<file path="src/rtl/fp_add_seq.sv">
// Multi-cycle single-precision adder: capture/select, align, add, normalize, hold result.
// Define FP_ADD_BARREL_EN to replace the serial aligner with a one-cycle barrel shift.
module fp_add_seq (
  input  logic        clk,
  input  logic        rst,
  input  logic        in_valid,
  output logic        in_ready,
  input  logic [31:0] a,
  input  logic [31:0] b,
  output logic        out_valid,
  input  logic        out_ready,
  output logic [31:0] result,
  output logic        ovf,
  output logic        unf
);

  // Handshakes: a transfer happens on a rising edge where valid and ready are both high;
  // in_ready is high only in IDLE, out_valid only in DONE, and DONE holds until out_ready.
  typedef enum logic [2:0] {
    IDLE  = 3'd0,
    ALIGN = 3'd1,
    ADD   = 3'd2,
    NORM  = 3'd3,
    DONE  = 3'd4
  } state_t;

  state_t      state;
  logic        big_sign;
  logic        eff_sub;
  logic [8:0]  exp_r;
  logic [23:0] big_man;
  logic [23:0] small_man;
  logic [4:0]  cnt;
  logic [24:0] sum;
  logic        special;
  logic [31:0] special_val;

  // Operand unpack and larger-operand selection, used on the accept cycle.
  logic [7:0]  a_exp, b_exp, big_exp_c, small_exp_c;
  logic [23:0] a_man, b_man, big_man_c, small_man_c;
  logic        a_big, big_sign_c, small_sign_c;
  logic [8:0]  diff;
  logic [4:0]  shamt;

  always_comb begin
    a_exp        = a[30:23];
    b_exp        = b[30:23];
    a_man        = (a_exp != 8'd0) ? {1'b1, a[22:0]} : 24'd0;
    b_man        = (b_exp != 8'd0) ? {1'b1, b[22:0]} : 24'd0;
    a_big        = (a_exp > b_exp) || ((a_exp == b_exp) && (a_man >= b_man));
    big_exp_c    = a_big ? a_exp : b_exp;
    small_exp_c  = a_big ? b_exp : a_exp;
    big_man_c    = a_big ? a_man : b_man;
    small_man_c  = a_big ? b_man : a_man;
    big_sign_c   = a_big ? a[31] : b[31];
    small_sign_c = a_big ? b[31] : a[31];
    diff         = {1'b0, big_exp_c} - {1'b0, small_exp_c};
    shamt        = (diff > 9'd25) ? 5'd25 : diff[4:0];
  end

  // One normalization decision per NORM cycle; the priority order matters.
  logic        norm_done, norm_ovf, norm_unf;
  logic [31:0] norm_res;

  always_comb begin
    norm_done = 1'b0;
    norm_ovf  = 1'b0;
    norm_unf  = 1'b0;
    norm_res  = 32'd0;
    if (sum == 25'd0) begin
      norm_done = 1'b1;
    end else if (sum[24]) begin
      norm_done = 1'b0;
    end else if (exp_r >= 9'd255) begin
      norm_done = 1'b1;
      norm_ovf  = 1'b1;
      norm_res  = {big_sign, 8'hFF, 23'd0};
    end else if (!sum[23] && (exp_r > 9'd1)) begin
      norm_done = 1'b0;
    end else if (!sum[23]) begin
      norm_done = 1'b1;
      norm_unf  = 1'b1;
      norm_res  = {big_sign, 31'd0};
    end else begin
      norm_done = 1'b1;
      norm_res  = {big_sign, exp_r[7:0], sum[22:0]};
    end
  end

  always_ff @(posedge clk or posedge rst) begin
    if (rst) begin
      state       <= IDLE;
      in_ready    <= 1'b1;
      out_valid   <= 1'b0;
      result      <= 32'd0;
      ovf         <= 1'b0;
      unf         <= 1'b0;
      big_sign    <= 1'b0;
      eff_sub     <= 1'b0;
      exp_r       <= 9'd0;
      big_man     <= 24'd0;
      small_man   <= 24'd0;
      cnt         <= 5'd0;
      sum         <= 25'd0;
      special     <= 1'b0;
      special_val <= 32'd0;
    end else begin
      case (state)
        IDLE: begin
          if (in_valid) begin
            big_sign    <= big_sign_c;
            eff_sub     <= big_sign_c ^ small_sign_c;
            exp_r       <= {1'b0, big_exp_c};
            big_man     <= big_man_c;
            small_man   <= small_man_c;
            cnt         <= shamt;
            special     <= (a_exp == 8'hFF) || (b_exp == 8'hFF);
            special_val <= (a_exp == 8'hFF) ? a : b;
            ovf         <= 1'b0;
            unf         <= 1'b0;
            in_ready    <= 1'b0;
            state       <= ALIGN;
          end
        end
        ALIGN: begin
`ifdef FP_ADD_BARREL_EN
          small_man <= small_man >> cnt;
          cnt       <= 5'd0;
          state     <= ADD;
`else
          if (cnt != 5'd0) begin
            small_man <= small_man >> 1;
            cnt       <= cnt - 5'd1;
          end
          // A zero count still spends this one cycle here.
          if (cnt <= 5'd1) state <= ADD;
`endif
        end
        ADD: begin
          sum   <= eff_sub ? ({1'b0, big_man} - {1'b0, small_man})
                           : ({1'b0, big_man} + {1'b0, small_man});
          state <= NORM;
        end
        NORM: begin
          if (norm_done) begin
            result    <= special ? special_val : norm_res;
            ovf       <= special ? 1'b0 : norm_ovf;
            unf       <= special ? 1'b0 : norm_unf;
            out_valid <= 1'b1;
            state     <= DONE;
          end else if (sum[24]) begin
            sum   <= sum >> 1;
            exp_r <= exp_r + 9'd1;
          end else begin
            sum   <= sum << 1;
            exp_r <= exp_r - 9'd1;
          end
        end
        DONE: begin
          if (out_ready) begin
            out_valid <= 1'b0;
            in_ready  <= 1'b1;
            state     <= IDLE;
          end
        end
        default: begin
          state     <= IDLE;
          in_ready  <= 1'b1;
          out_valid <= 1'b0;
        end
      endcase
    end
  end

endmodule
</file>
<file path="config.mk">
export PLATFORM = sky130hd
export DESIGN_NAME = fp_add_seq
export DESIGN_NICKNAME = d
export VERILOG_FILES = /design/src/rtl/fp_add_seq.sv
export SDC_FILE = /design/constraint.sdc
export NUM_CORES = 1
export LEC_CHECK = 0
export CORE_ASPECT_RATIO = 1.75
export CORE_UTILIZATION = 55
export DETAILED_ROUTE_END_ITERATION = 8
export PLACE_DENSITY = 0.77
export SETUP_SLACK_MARGIN = 0.3
export SLEW_MARGIN = 15
export SYNTH_ARGS = -nofsm -noshare
export SYNTH_HDL_FRONTEND = slang
export SYNTH_SLANG_ARGS = --single-unit
</file>
<file path="constraint.sdc">
create_clock -name clk -period 16.3 [get_ports clk]
set_input_delay 4.89 -clock clk [delete_from_list [all_inputs] [get_ports clk]]
set_output_delay 4.89 -clock clk [all_outputs]
set_load 0.1 [all_outputs]
</file>
==> results.txt <==
GR Util All Layers = 28.7%
Final HPWL DP = 21.6 mm
CTS HTree Levels = 4
critical path peak fanout = 27
DRT Pass-1 Iters = 5
DRT iter0 DRCs = 675
GR peak layer = met2
number of synthesized flops with an enable pin = 0
Slowest cell on crit path = nand2_1
die area = 0.0212 mm2
max-cap violations = 0
async set or reset register ratio after synthesis = 100%
Ys Warns = 0
met1 Usage GRT = 39.1%
status = finished clean
initial antenna violation count = 1
cell area after synthesis = 0.0113 mm2
min-delay worst type = flop to flop
reg-to-reg endpoint = sum[23]
Seq/Total Area, Yosys = 35.6%
Lkg Pwr = 5.48 nW
CTS clk-pin slew, worst paths = 0.07 ns
Layout Skew = 0.00912 ns
Placed Cells = 1,682
CTS Buf Count = 17
Register-to-Register Path Depth = 17
HP Start = result[25]
Starting Density = 55.9%
Final Max Slew Viols = 0
Placed Area = 0.0125 mm2
most frequent cells in the layout = nand2_1 (216), dfrtp_1 (160), o21ai_0 (151)
worst path required time = 16.62 ns
Non-Filler Cell Area, Final = 0.0131 mm2
CP delay by family, top = simple AND/OR/NAND/NOR gates
Post-synth top flop = dfrtp_1
syn_area_per_cell = 8.08 um2
Crit. End Element = flop
Antenna Cells = 0
worst hold path depth = 1
Cells after Synth = 1,402
CTS tree = yes
max incr delay on CP = 0.57 ns
Tmin final = 9.97 ns
Worst path depth = 18
Slew HR = 30.5%
met3 usage = 3.38%
Detailed Route WL = 29.8 mm
Vias = 10,400
wire per inst = 17.4 um
R2R Setup Slk = 12.30 ns
maximum clock path buffer count = 2
Setup violations, final = 0
Max VDD drop = 148 uV
Post-CTS Setup Bufs = 0
Die Wd = 111 um
Power Density = 226 mW/mm2
worst skew pair latency = 0.43 ns
cells along the critical path = clkdlybuf4s50_1 -> nor4_1 -> nand2_1 -> and2_1 -> ha_1 -> nand4_2 -> nor4_4 -> o211ai_4 -> o211ai_4 -> nand4_1 -> and2_4 -> ha_1 -> o311ai_1 -> a31oi_1 -> o21a_1 -> o32ai_2 -> o2111ai_2 -> o221a_1
Crit Path Class = input pin to flop
M2 GR Usage = 46.8%
post-route ant nets = 0
Clock Sinks = 161
Seq cells post-synth = 161
RSZ-0062 raised after global routing = no
commonest non-fill, non-tap cell in the layout = nand2_1
Peak Freq = 0.100 GHz
Slew @ Worst Pin = 1.04 ns
Final Hold Vio Count = 0
core area = 0.0203 mm2
DRC errors left = 0
Final Core Density = 64.3%
number of global-route vias before repair = 9,817
hold_buf cts = 0
Worst Setup Start Kind = input pin
Mapped Nets = 1,536
Area Growth Syn to Fin = 15.2%
total congestion overflow = 0
fin crit share = 61.1%
fraction of layout cells with a size suffix above 1 = 5.87%
hold slack = 0.473 ns
CTS root buffer = clkbuf_16
Critical Path AT = 10.29 ns
CTS resizes = 0
Distinct cells, synth = 84
Hold EP = result[25]
# IOs = 104
largest net degree at the start of global routing = 89
Crit path buffers/inverters = 1
DR vias/cell = 6.06
height of the die = 192 um
FP Rows = 69
nets@finish = 1,587
Finished Layout Cells = 1,714
r2r startpoint = small_man[3]
RD Place Congestion = 0.899
first-pass GRT wire length = 49.2 mm
Setup TNS = 0 ns
IO Port Bufs = 103
[power by group]
part | internal, W | leakage [nW] | switching (W)
registers | 0.000581 | 2.02 | 0.000179
clock network | 0.000217 | 0.266 | 0.000177
logic | 0.000704 | 3.19 | 0.00109
total | 0.00150 | 5.48 | 0.00145
[cell families (layout without fill, tap and decap cells)]
| kind of cell | count (synthesis) | after routing | share of synthesized area (%) |
|---|---|---|---|
| xor+xnor | 46 | 46 | 3.56 |
| buf+inv | 119 | 183 | 4.11 |
| mux | 49 | 49 | 4.34 |
| flops | 161 | 161 | 35.6 |
| compound gates | 439 | 439 | 24.1 |
| simple gates | 522 | 522 | 20.9 |
| fa+ha+maj | 66 | 66 | 7.35 |
[worst register-to-register path: cells and delay by family (launching register included)]
kind / cells / cell delay (ns)
AND/OR/NAND/NOR: 5 / 1.19
AO/OA/AOI/OAI: 10 / 1.96
flip-flops: 1 / 0.43
adder cells (fa/ha/maj): 1 / 0.22
XOR/XNOR: 1 / 0.14
[cells in the mapped netlist (all sizes together), types with 4 or more instances]
cell    count  share of area, %
nand3b      4              0.26
o22a       11              0.85
dfrtp     160                35
a21oi     117               5.2
o22ai       4              0.22
nand2b     10              0.55
or2         9              0.50
nor2b       7              0.39
nand2     218               7.2
o21a        5              0.33
or3         4              0.22
mux2i      48               4.2
nor2      126               4.2
clkbuf     72               2.4
nor3       29               1.3
inv        31               1.0
xnor2      38               2.9
and3        5              0.29
a21o       22               1.5
o21ai     153               6.8
and2       29               1.6
o31ai       6              0.44
o211ai      4              0.55
a211oi     12              0.84
nand3      42               1.9
a31oi      42               2.3
nor4       16               1.0
ha         65               7.2
a22oi      25               1.7
nand4      14              0.88
buf        16              0.66
xor2        8              0.62
[worst max path at each step]
stage	from	to	slack (ns)
2_1_floorplan	rst	big_man[0]	7.06
3_3_place_gp	a[24]	cnt[4]	6.04
3_5_place_dp	a[27]	cnt[4]	5.87
4_1_cts	a[27]	cnt[4]	6.32
5_1_grt	a[27]	cnt[3]	5.95
6_report	a[27]	cnt[4]	6.33
[flip-flops by register name (all words and copies together), names as in the netlist]
name	flops
eff_sub	1
big_sign	1
special	1
cnt	5
out_valid	1
special_val	32
small_man	24
big_man	24
ovf	1
result	32
in_ready	1
exp_r	9
unf	1
sum	25
state	3
[stage by stage]
step           worst slack (ns)  power [W]
4_1_cts                    6.32    0.00294
5_1_grt                    5.95    0.00319
6_report                   6.33    0.00295
2_1_floorplan              7.06    0.00216
3_3_place_gp               6.04    0.00249
3_5_place_dp               5.87    0.00253
[metal layers]
metal | vias to the layer above | routed length [um]
li1 | 5137 | -
met1 | 4886 | 13500
met2 | 311 | 14000
met3 | 52 | 1410
met4 | 2 | 834
met5 | - | 15
[final cells by class]
class | instances | area, um2
timing repair buffer | 120 | 1160
inverter | 31 | 121
multi-input combinational | 1122 | 6860
tap | 248 | 310
fill | 1731 | 7240
clock buffer | 19 | 443
clock inverter | 13 | 130
sequential | 161 | 4030
Power figures use the tool's default switching activity.
